`src/rtl/fetch_queue.sv`:
```
// fetch_queue: instruction fetch unit with a DEPTH-entry prefetch FIFO.
// Issues one word fetch per cycle to a one-cycle-latency instruction memory,
// queues {instruction, fetch address + 1}, and presents the queue head
// downstream. A redirect flushes everything and restarts fetch at a new PC.
module fetch_queue #(
  parameter int DEPTH = 4
) (
  input  logic        clock,
  input  logic        reset,
  output logic [31:0] imem_addr,
  input  logic [31:0] imem_q,
  input  logic        stall,
  input  logic        redirect,
  input  logic [31:0] redirect_pc,
  output logic [31:0] instr,
  output logic [31:0] instr_pc,
  output logic        instr_valid
);

  // DEPTH is a power of two, so plain binary pointers wrap modulo DEPTH.
  localparam int PW = (DEPTH > 1) ? $clog2(DEPTH) : 1;
  localparam int CW = $clog2(DEPTH + 1);
  localparam int OW = CW + 1;

  logic [31:0]   fetch_pc_r;
  logic [31:0]   issued_pc_r;
  logic          inflight_r;
  logic [CW-1:0] count_r;
  logic [PW-1:0] rd_ptr_r;
  logic [PW-1:0] wr_ptr_r;
  logic [31:0]   instr_mem_r [DEPTH];
  logic [31:0]   pc_mem_r    [DEPTH];

  logic [OW-1:0] occupancy_s;
  logic          issue_s;
  logic          push_s;
  logic          pop_s;

  // Fetch/push/pop decisions; all of them use registered state only, so a
  // pop in this cycle does not free a slot for this cycle's issue.
  always_comb begin
    occupancy_s = OW'(count_r) + OW'(inflight_r);
    issue_s     = 1'b0;
    push_s      = 1'b0;
    pop_s       = 1'b0;
    if (redirect) begin
      issue_s = 1'b0;
      push_s  = 1'b0;
      pop_s   = 1'b0;
    end else begin
      issue_s = (occupancy_s < OW'(DEPTH));
      push_s  = inflight_r;
      pop_s   = (count_r != CW'(0)) && !stall;
    end
  end

  // Control state: reset beats redirect, redirect beats push/pop/issue.
  always_ff @(posedge clock) begin
    if (reset) begin
      fetch_pc_r  <= 32'd0;
      issued_pc_r <= 32'd0;
      inflight_r  <= 1'b0;
      count_r     <= CW'(0);
      rd_ptr_r    <= PW'(0);
      wr_ptr_r    <= PW'(0);
    end else if (redirect) begin
      fetch_pc_r  <= redirect_pc;
      inflight_r  <= 1'b0;
      count_r     <= CW'(0);
      rd_ptr_r    <= PW'(0);
      wr_ptr_r    <= PW'(0);
    end else begin
      if (push_s) begin
        wr_ptr_r <= wr_ptr_r + PW'(1);
      end
      if (pop_s) begin
        rd_ptr_r <= rd_ptr_r + PW'(1);
      end
      case ({push_s, pop_s})
        2'b10:   count_r <= count_r + CW'(1);
        2'b01:   count_r <= count_r - CW'(1);
        default: count_r <= count_r;
      endcase
      if (issue_s) begin
        inflight_r  <= 1'b1;
        issued_pc_r <= fetch_pc_r;
        fetch_pc_r  <= fetch_pc_r + 32'd1;
      end else begin
        inflight_r  <= 1'b0;
      end
    end
  end

  // FIFO storage: capture the returning word with its address + 1.
  always_ff @(posedge clock) begin
    if (!reset && push_s) begin
      instr_mem_r[wr_ptr_r] <= imem_q;
      pc_mem_r[wr_ptr_r]    <= issued_pc_r + 32'd1;
    end
  end

  assign imem_addr   = fetch_pc_r;
  assign instr_valid = (count_r != CW'(0));

  // Head presentation from registered storage only; zeros when empty.
  always_comb begin
    if (instr_valid) begin
      instr    = instr_mem_r[rd_ptr_r];
      instr_pc = pc_mem_r[rd_ptr_r];
    end else begin
      instr    = 32'd0;
      instr_pc = 32'd0;
    end
  end

endmodule

```
`config.mk`:
```
export PLATFORM = sky130hd
export DESIGN_NAME = fetch_queue
export DESIGN_NICKNAME = d
export VERILOG_FILES = /design/src/rtl/fetch_queue.sv
export SDC_FILE = /design/constraint.sdc
export NUM_CORES = 1
export LEC_CHECK = 0
export CAP_MARGIN = 30
export CORE_MARGIN = 10
export CORE_UTILIZATION = 56
export CTS_CLUSTER_SIZE = 28
export DETAILED_ROUTE_END_ITERATION = 16
export PLACE_DENSITY = 0.76
export SYNTH_ARGS = -nofsm -noshare
export SYNTH_HDL_FRONTEND = slang
export SYNTH_SLANG_ARGS = --single-unit
```
`constraint.sdc`:
```
create_clock -name clock -period 4.35 [get_ports clock]
set_clock_uncertainty 0.2 [all_clocks]
set_input_delay 0.6525 -clock clock [delete_from_list [all_inputs] [get_ports clock]]
set_output_delay 0.6525 -clock clock [all_outputs]
set_load 0.1 [all_outputs]
```
==> results of run 1 <==
-- power by group --
part | leakage (nW) | internal, mW | total (mW) | switching (mW)
combinational | 2.18 | 0.160 | 0.521 | 0.361
clock | 0.446 | 1.37 | 2.46 | 1.10
sequential | 3.03 | 3.44 | 3.50 | 0.0658
-- worst max-delay path, stage by stage, from the launching register on --
cell and delay, ps:
dfxtp_4 700, buf_4 400, mux4_2 570, and2_1 200, buf_4 230
-- cell type report --
type	instances	area share
Clock buffer	37	0.04817
Multi-Input combinational cell	536	0.2601
Inverter	18	0.004077
Clock inverter	20	0.008003
Sequential cell	330	0.5536
Timing Repair Buffer	181	0.1016
Tap cell	324	0.02446
-- cell families (layout without fill, tap and decap cells) --
kind of cell / count (synthesis) / count (layout)
AOI/OAI and AO/OA: 94 / 94
xor gates and xnor gates: 44 / 44
adders and majority gates: 8 / 8
buffers and inverters: 70 / 256
DFF: 330 / 330
muxes: 65 / 65
and+or+nand+nor: 325 / 325
-- layer usage --
layer,track usage,part of all wire,vias to the layer above
met5,0,0,-
met2,0.2872,0.47,344
met4,0.04658,0.019,0
met3,0.05825,0.092,42
li1,-,-,3929
met1,0.2555,0.42,4107
-- layout by cell type, fill, tap and decap left out, drive strengths merged, types with 2 or more instances in the layout --
master,Yosys,routed
inv,18,20
nor2,42,42
nand4,24,24
clkinvlp,0,5
xnor2,19,19
buf,13,83
and2,67,67
a31oi,5,5
nor3b,2,2
clkinv,0,12
nand3,24,24
and3,15,15
dfxtp,74,74
or3,10,10
o31ai,9,9
edfxtp,256,256
nor3,16,16
nor4,11,11
a221oi,2,2
or4,10,10
a211oi,8,8
o21ai,10,10
a21oi,35,35
ha,7,7
a311oi,12,12
and4,10,10
xor2,25,25
o311a,2,2
clkbuf,39,37
nand2,91,91
mux4,64,64
clkdlybuf4s50,0,98
-- path summary, 6_finish.rpt --
kind / to / slack [ps] / depth (start not counted)
setup reg to reg: imem_addr[16] / 1700 / 4
hold / removal: issued_pc_r[30] / 250 / 2
setup / recovery: instr_pc[13] / 840 / 4
hold reg to reg: issued_pc_r[30] / 250 / 2
-- flip-flops by register name, summed over array words and instances (netlist names), named ones only --
name         cells
pc_mem_r       128
wr_ptr_r         2
imem_addr       32
inflight_r       1
issued_pc_r     32
instr_mem_r    128
rd_ptr_r         2
count_r          3
==> results.md, run 1 <==
- Top-area cell type share of the netlist area: 0.5587
- Initial DRT Pass Iterations: 5
- Synthesized area per cell: between 10 and 15 µm²
- Post_cts resized: 0
- Synth area leaders: edfxtp_1 56%, dfxtp_1 11%, mux4_2 10%, and2_1 3.0%, nand2_1 2.5%
- Final period util: 0.8058
- PortBufs: 164
- Clock tree from TritonCTS: built
- Clk root buf: clkbuf_16
- Wire length per cell: a little over 20 µm
- Die width: 176.8 µm
- CTS clock-pin slew for the worst setup and hold paths: 60 ps
- DRT iter0 DRCs: 808
- Register area: 9174 µm²
- Async SR Flop Fraction: 0
- Setup violations, final: 0
- Max Clk Rate: 0.2853 GHz
- Share of layout cells above drive strength 1: 0.1872
- Antenna Cells: 0
- Hpwl dp: around 19000 µm
- RePlAce Congestion: roughly 0.83
- Number of distinct library cells after synthesis: 56
- Unrepaired setup endpoints after global routing: no
- Largest family of logic cells by synthesized area: simple AND/OR/NAND/NOR gates
- Largest net degree at the start of global routing: approximately 70
- Total Power: 6.486 mW
- Num CTS Buffers: 31
- Initial antenna violation count: 0
- GRT Util Overall: 0.1868
- Worst R2R Start: inflight_r
- Pleak: 5.652 nW
- WS Path Type: reg -> out
- Hold Path Class: reg -> reg
- Post-synthesis instance total: 936
- Slew headroom: 0.3205
- Power Dens Cells: ~390 nW/µm²
- CP Launch Type: flip-flop
- First-pass GRT wire length: 47180 µm
- H-tree levels: 1
- Synth Area in Simple Gates: 0.1258
- Clock tree buffer depth: 3
- Fin. max-slew vios: 0
- Clk_lat worst skew: 550 ps
- Residual DRC count: 0
- Final min period: 3505 ps
- Rows: 57
- Post-synth EDFFs: between 200 and 300
- Area growth syn-to-layout: 20.44%
- Top_reg_cell synth: edfxtp_1
- Via count: 8422
- Min Hold Slack: between 200 and 300 ps
- Filler cells: ~1700
- Setup WS pre-CTS: 945.6 ps
- Max cap viols: 0
- Routed vias/inst: 5.824
- Sink Count: 330
- Post-route ant nets: 0
- Final core utilization: 0.6834
- Post-CTS Setup Bufs: 0
- Critical Path Sink Type: output pin
- Synth area leader: edfxtp_1
- Setup TNS: 0 ps
- Core area: between 20000 and 25000 µm²
- Slew @ Worst Pin: slightly above 1000 ps
- Post-synthesis mux area share: 0.1055
- Cell Area, Placed: ~16000 µm²
- Multi-input logic area: roughly 4300 µm²
- Crit Path Max Fanout: 27
- Die Area: 31240 µm²
- Syn nets: 1012
- Cell Count Post-Placement: 1387
- Post-Synth XOR/XNOR Area: 0.02801
- Setup WS post-layout: 844.7 ps
- Post-synthesis compound-gate area fraction: 0.04574
- Final Cell Area: 16570 µm²
- Top-count cell post-synth: edfxtp_1
- Synth Register Bits: 330
- Die Span Y: between 150 and 200 µm
- Worst EP required: 3500 ps
- Initial Util: 0.5674
- Synth warnings: 0
- Final nets: 1174
- GRT overflow: 0
- Non-Filler Instances: 1446
- Outcome: complete, no violations
- Routed wire length: 29430 µm
- Post-CTS Hold Buffers: 0
- Synth Area in Adders: 0.007820
- Post-synthesis sequential area ratio: 0.6664
- # IOs: around 170
- Hold Path Origin: issued_pc_r[30]
- Number of global-route vias before repair: 8560
- Netlist Area Pre-Place: 13760 µm²
- CP Data Arrival Time: 2650 ps
- Final hold viol count: 0
- Synth top cells by count: 256 x edfxtp_1, 90 x nand2_1, 74 x dfxtp_1
- Worst vdd ir: 0.2313 mV
Power figures use the tool's default switching activity.
==> run 2, diff against run 1 <==
Clock period 4.35 ns to 3.7 ns, I/O delays scaled along.
==> results.md, run 2 (synthesized netlist as in run 1, its figures left out) <==
- Buf/Inv on CP: 2 (unchanged)
- Final hold viol count: 0 (unchanged)
- Worst R2R Start: count_r[2]
- Clock tree buffer depth: 3 (unchanged)
- Die Span Y: 176.8 µm (unchanged)
- Pleak: 5.757 nW (+1.9%)
- Rows: 57 (unchanged)
- Die Area: 31240 µm² (unchanged)
- CP Launch Type: flip-flop
- Slew headroom: 0.3148 (-0.005713)
- Worst path top cell family by delay: buffers and inverters
- GRT overflow: 0 (unchanged)
- Hpwl dp: 18410 µm (-2.6%)
- Clock tree from TritonCTS: built
- Outcome: complete, no violations
- Worst r2r path cells: 9 (+5)
- Worst r2r dst: count_r[2]
- CTS clock-pin slew for the worst setup and hold paths: 60 ps (about the same)
- Area growth syn-to-layout: 21.63%
- Worst path most repeated cell: buf_4
- H-tree levels: 2 (+1)
- Crit path cell chain: buf_4 -> mux4_2 -> and2_1 -> buf_4
- Biggest regs: instr_mem_r: 128 flops, pc_mem_r: 128 flops
- Num CTS Buffers: 34 (+9.7%)
- Core area: 24250 µm² (unchanged)
- Die width: 176.8 µm (unchanged)
- Cell depth of the worst setup path: 4 (unchanged)
- Final min period: approximately 3100 ps
- Number of global-route vias before repair: 8596 (+0.42%)
- # IOs: 165 (unchanged)
- Sink Count: 330 (unchanged)
- Power Dens Cells: 482.3 nW/µm² (+23%)
- Initial DRT Pass Iterations: 5 (unchanged)
- GRT Util Overall: 0.1846 (-0.002272)
- Initial antenna violation count: 0 (unchanged)
- Setup TNS: 0 ps (unchanged)
- Routed wire length: 29180 µm (-0.86%)
- Largest net degree at the start of global routing: 68 (unchanged)
- Post-CTS Hold Buffers: 0 (unchanged)
- First-pass GRT wire length: 46400 µm (-1.7%)
- Initial Util: 0.5674 (unchanged)
- Crit Path Max Fanout: 23 (-15%)
- Max Clk Rate: 0.3277 GHz
- Hold Path Origin: issued_pc_r[30]
- Critical path endpoint: instr_pc[15]
- Worst vdd ir: 0.2441 mV (+5.5%)
- DRT iter0 DRCs: 691 (-14%)
- PortBufs: 164 (unchanged)
- Most frequent cells in the layout: 256 x edfxtp_1, 93 x clkdlybuf4s50_1, 90 x nand2_1, 80 x buf_4, 72 x dfxtp_1
- Wl on met1: 12300 µm (-0.85%)
- Share of layout cells above drive strength 1: 0.1938 (+0.006612)
- Antenna Cells: 0 (unchanged)
- Critical Path Sink Type: output pin
- Routed vias/inst: 5.846 (+0.37%)
- Post-route ant nets: 0 (unchanged)
- Hold Path Class: reg -> reg
- Setup violations, final: 0 (unchanged)
- Clk root buf: clkbuf_16
- Clk_lat worst skew: 500 ps (-50 ps)
- Post-CTS Setup Bufs: 0 (unchanged)
- Wire length per cell: 20.14 µm (-1.1%)
- Total Power: 8.072 mW (+24%)
- RePlAce Congestion: 0.8312 (+0.74%)
- Fin. max-slew vios: 0 (unchanged)
- Met3 wire len: 2539 µm (-6.4%)
- Most common cell after layout, fill and taps aside: edfxtp_1
- WS Path Type: reg -> out
- Max cap viols: 0 (unchanged)
- Slew @ Worst Pin: 1025 ps (+8.543 ps)
- CP Data Arrival Time: 2300 ps (-350 ps)
- Worst R2R Setup Slack: 940 ps (-760 ps)
- Final period util: 0.8248
- Via count: 8471 (+0.58%)
- Unrepaired setup endpoints after global routing: no
- DR WL met2: 13810 µm (+0.36%)
- DR top layer: met4
- CP max-delay cell: mux4_2
- Final nets: 1177 (+0.26%)
- Post_cts resized: 0 (unchanged)
- Residual DRC count: 0 (unchanged)
- Max incr delay on CP: 570 ps (-130 ps)
- Worst EP required: 2940 ps (-560 ps)
[run 2: cell count changes in the layout (fill, tap and decap cells not counted), sizes merged]
| cell | previous run | this run |
|---|---|---|
| clkbuf | 37 | 42 |
| clkinv | 12 | 13 |
| clkinvlp | 5 | 0 |
| bufinv | 1 | 4 |
| inv | 20 | 19 |
| clkdlybuf4s50 | 98 | 93 |
| buf | 83 | 88 |
[run 2: final cells by class]
cell class	count	area (µm²)
clock buffers	42	909.6
clock inverters	18	185.2
fillers	1692	7512
inverters	18	67.56
multi-input cells	536	4310
flip-flops and latches	330	9174
well taps	324	405.4
repair buffers	181	1684
[run 2: worst min-delay path by stage]
stage                      end  slack (ps)  depth (start not counted)
6_report       issued_pc_r[30]         250                          2
5_1_grt        issued_pc_r[30]         290                          2
4_1_cts        issued_pc_r[30]         260                          2
3_5_place_dp   issued_pc_r[30]         250                          2
3_3_place_gp   issued_pc_r[30]         240                          2
2_1_floorplan  issued_pc_r[30]         240                          2
[run 2: per-layer routing]
metal  GRT usage  vias up
li1            -     3928
met1      0.2442     4143
met2      0.2961      355
met3     0.05398       45
met4     0.04483        0
met5           0        -
[run 2: per-stage QoR]
stage	cell area (µm²)	setup WS, ps	std cells	util	hold slack (ps)
3_5_place_dp	15610	802.3	1388	0.6439	247.0
4_1_cts	16710	591.6	1448	0.6891	255.2
3_3_place_gp	15610	892.6	1388	0.6439	244.0
2_1_floorplan	13760	510.4	936	-	236.3
5_1_grt	16740	540.2	1449	0.6902	290.0
6_report	16740	648.1	1449	0.6902	252.3
[run 2: worst register-to-register path, delay by kind of cell, from the launching register on]
kind	cells	cell delay (ps)
buffers and inverters	2	530
AOI/OAI and AO/OA	1	130
DFF	1	400
adders and majority gates	2	570
and+or+nand+nor	3	700
xor gates and xnor gates	1	160
[run 2: power breakdown]
group          internal [mW]  leakage (nW)  switching, mW
logic                  0.190          2.19          0.423
registers               4.04          3.03         0.0759
clock network           2.02         0.542           1.32
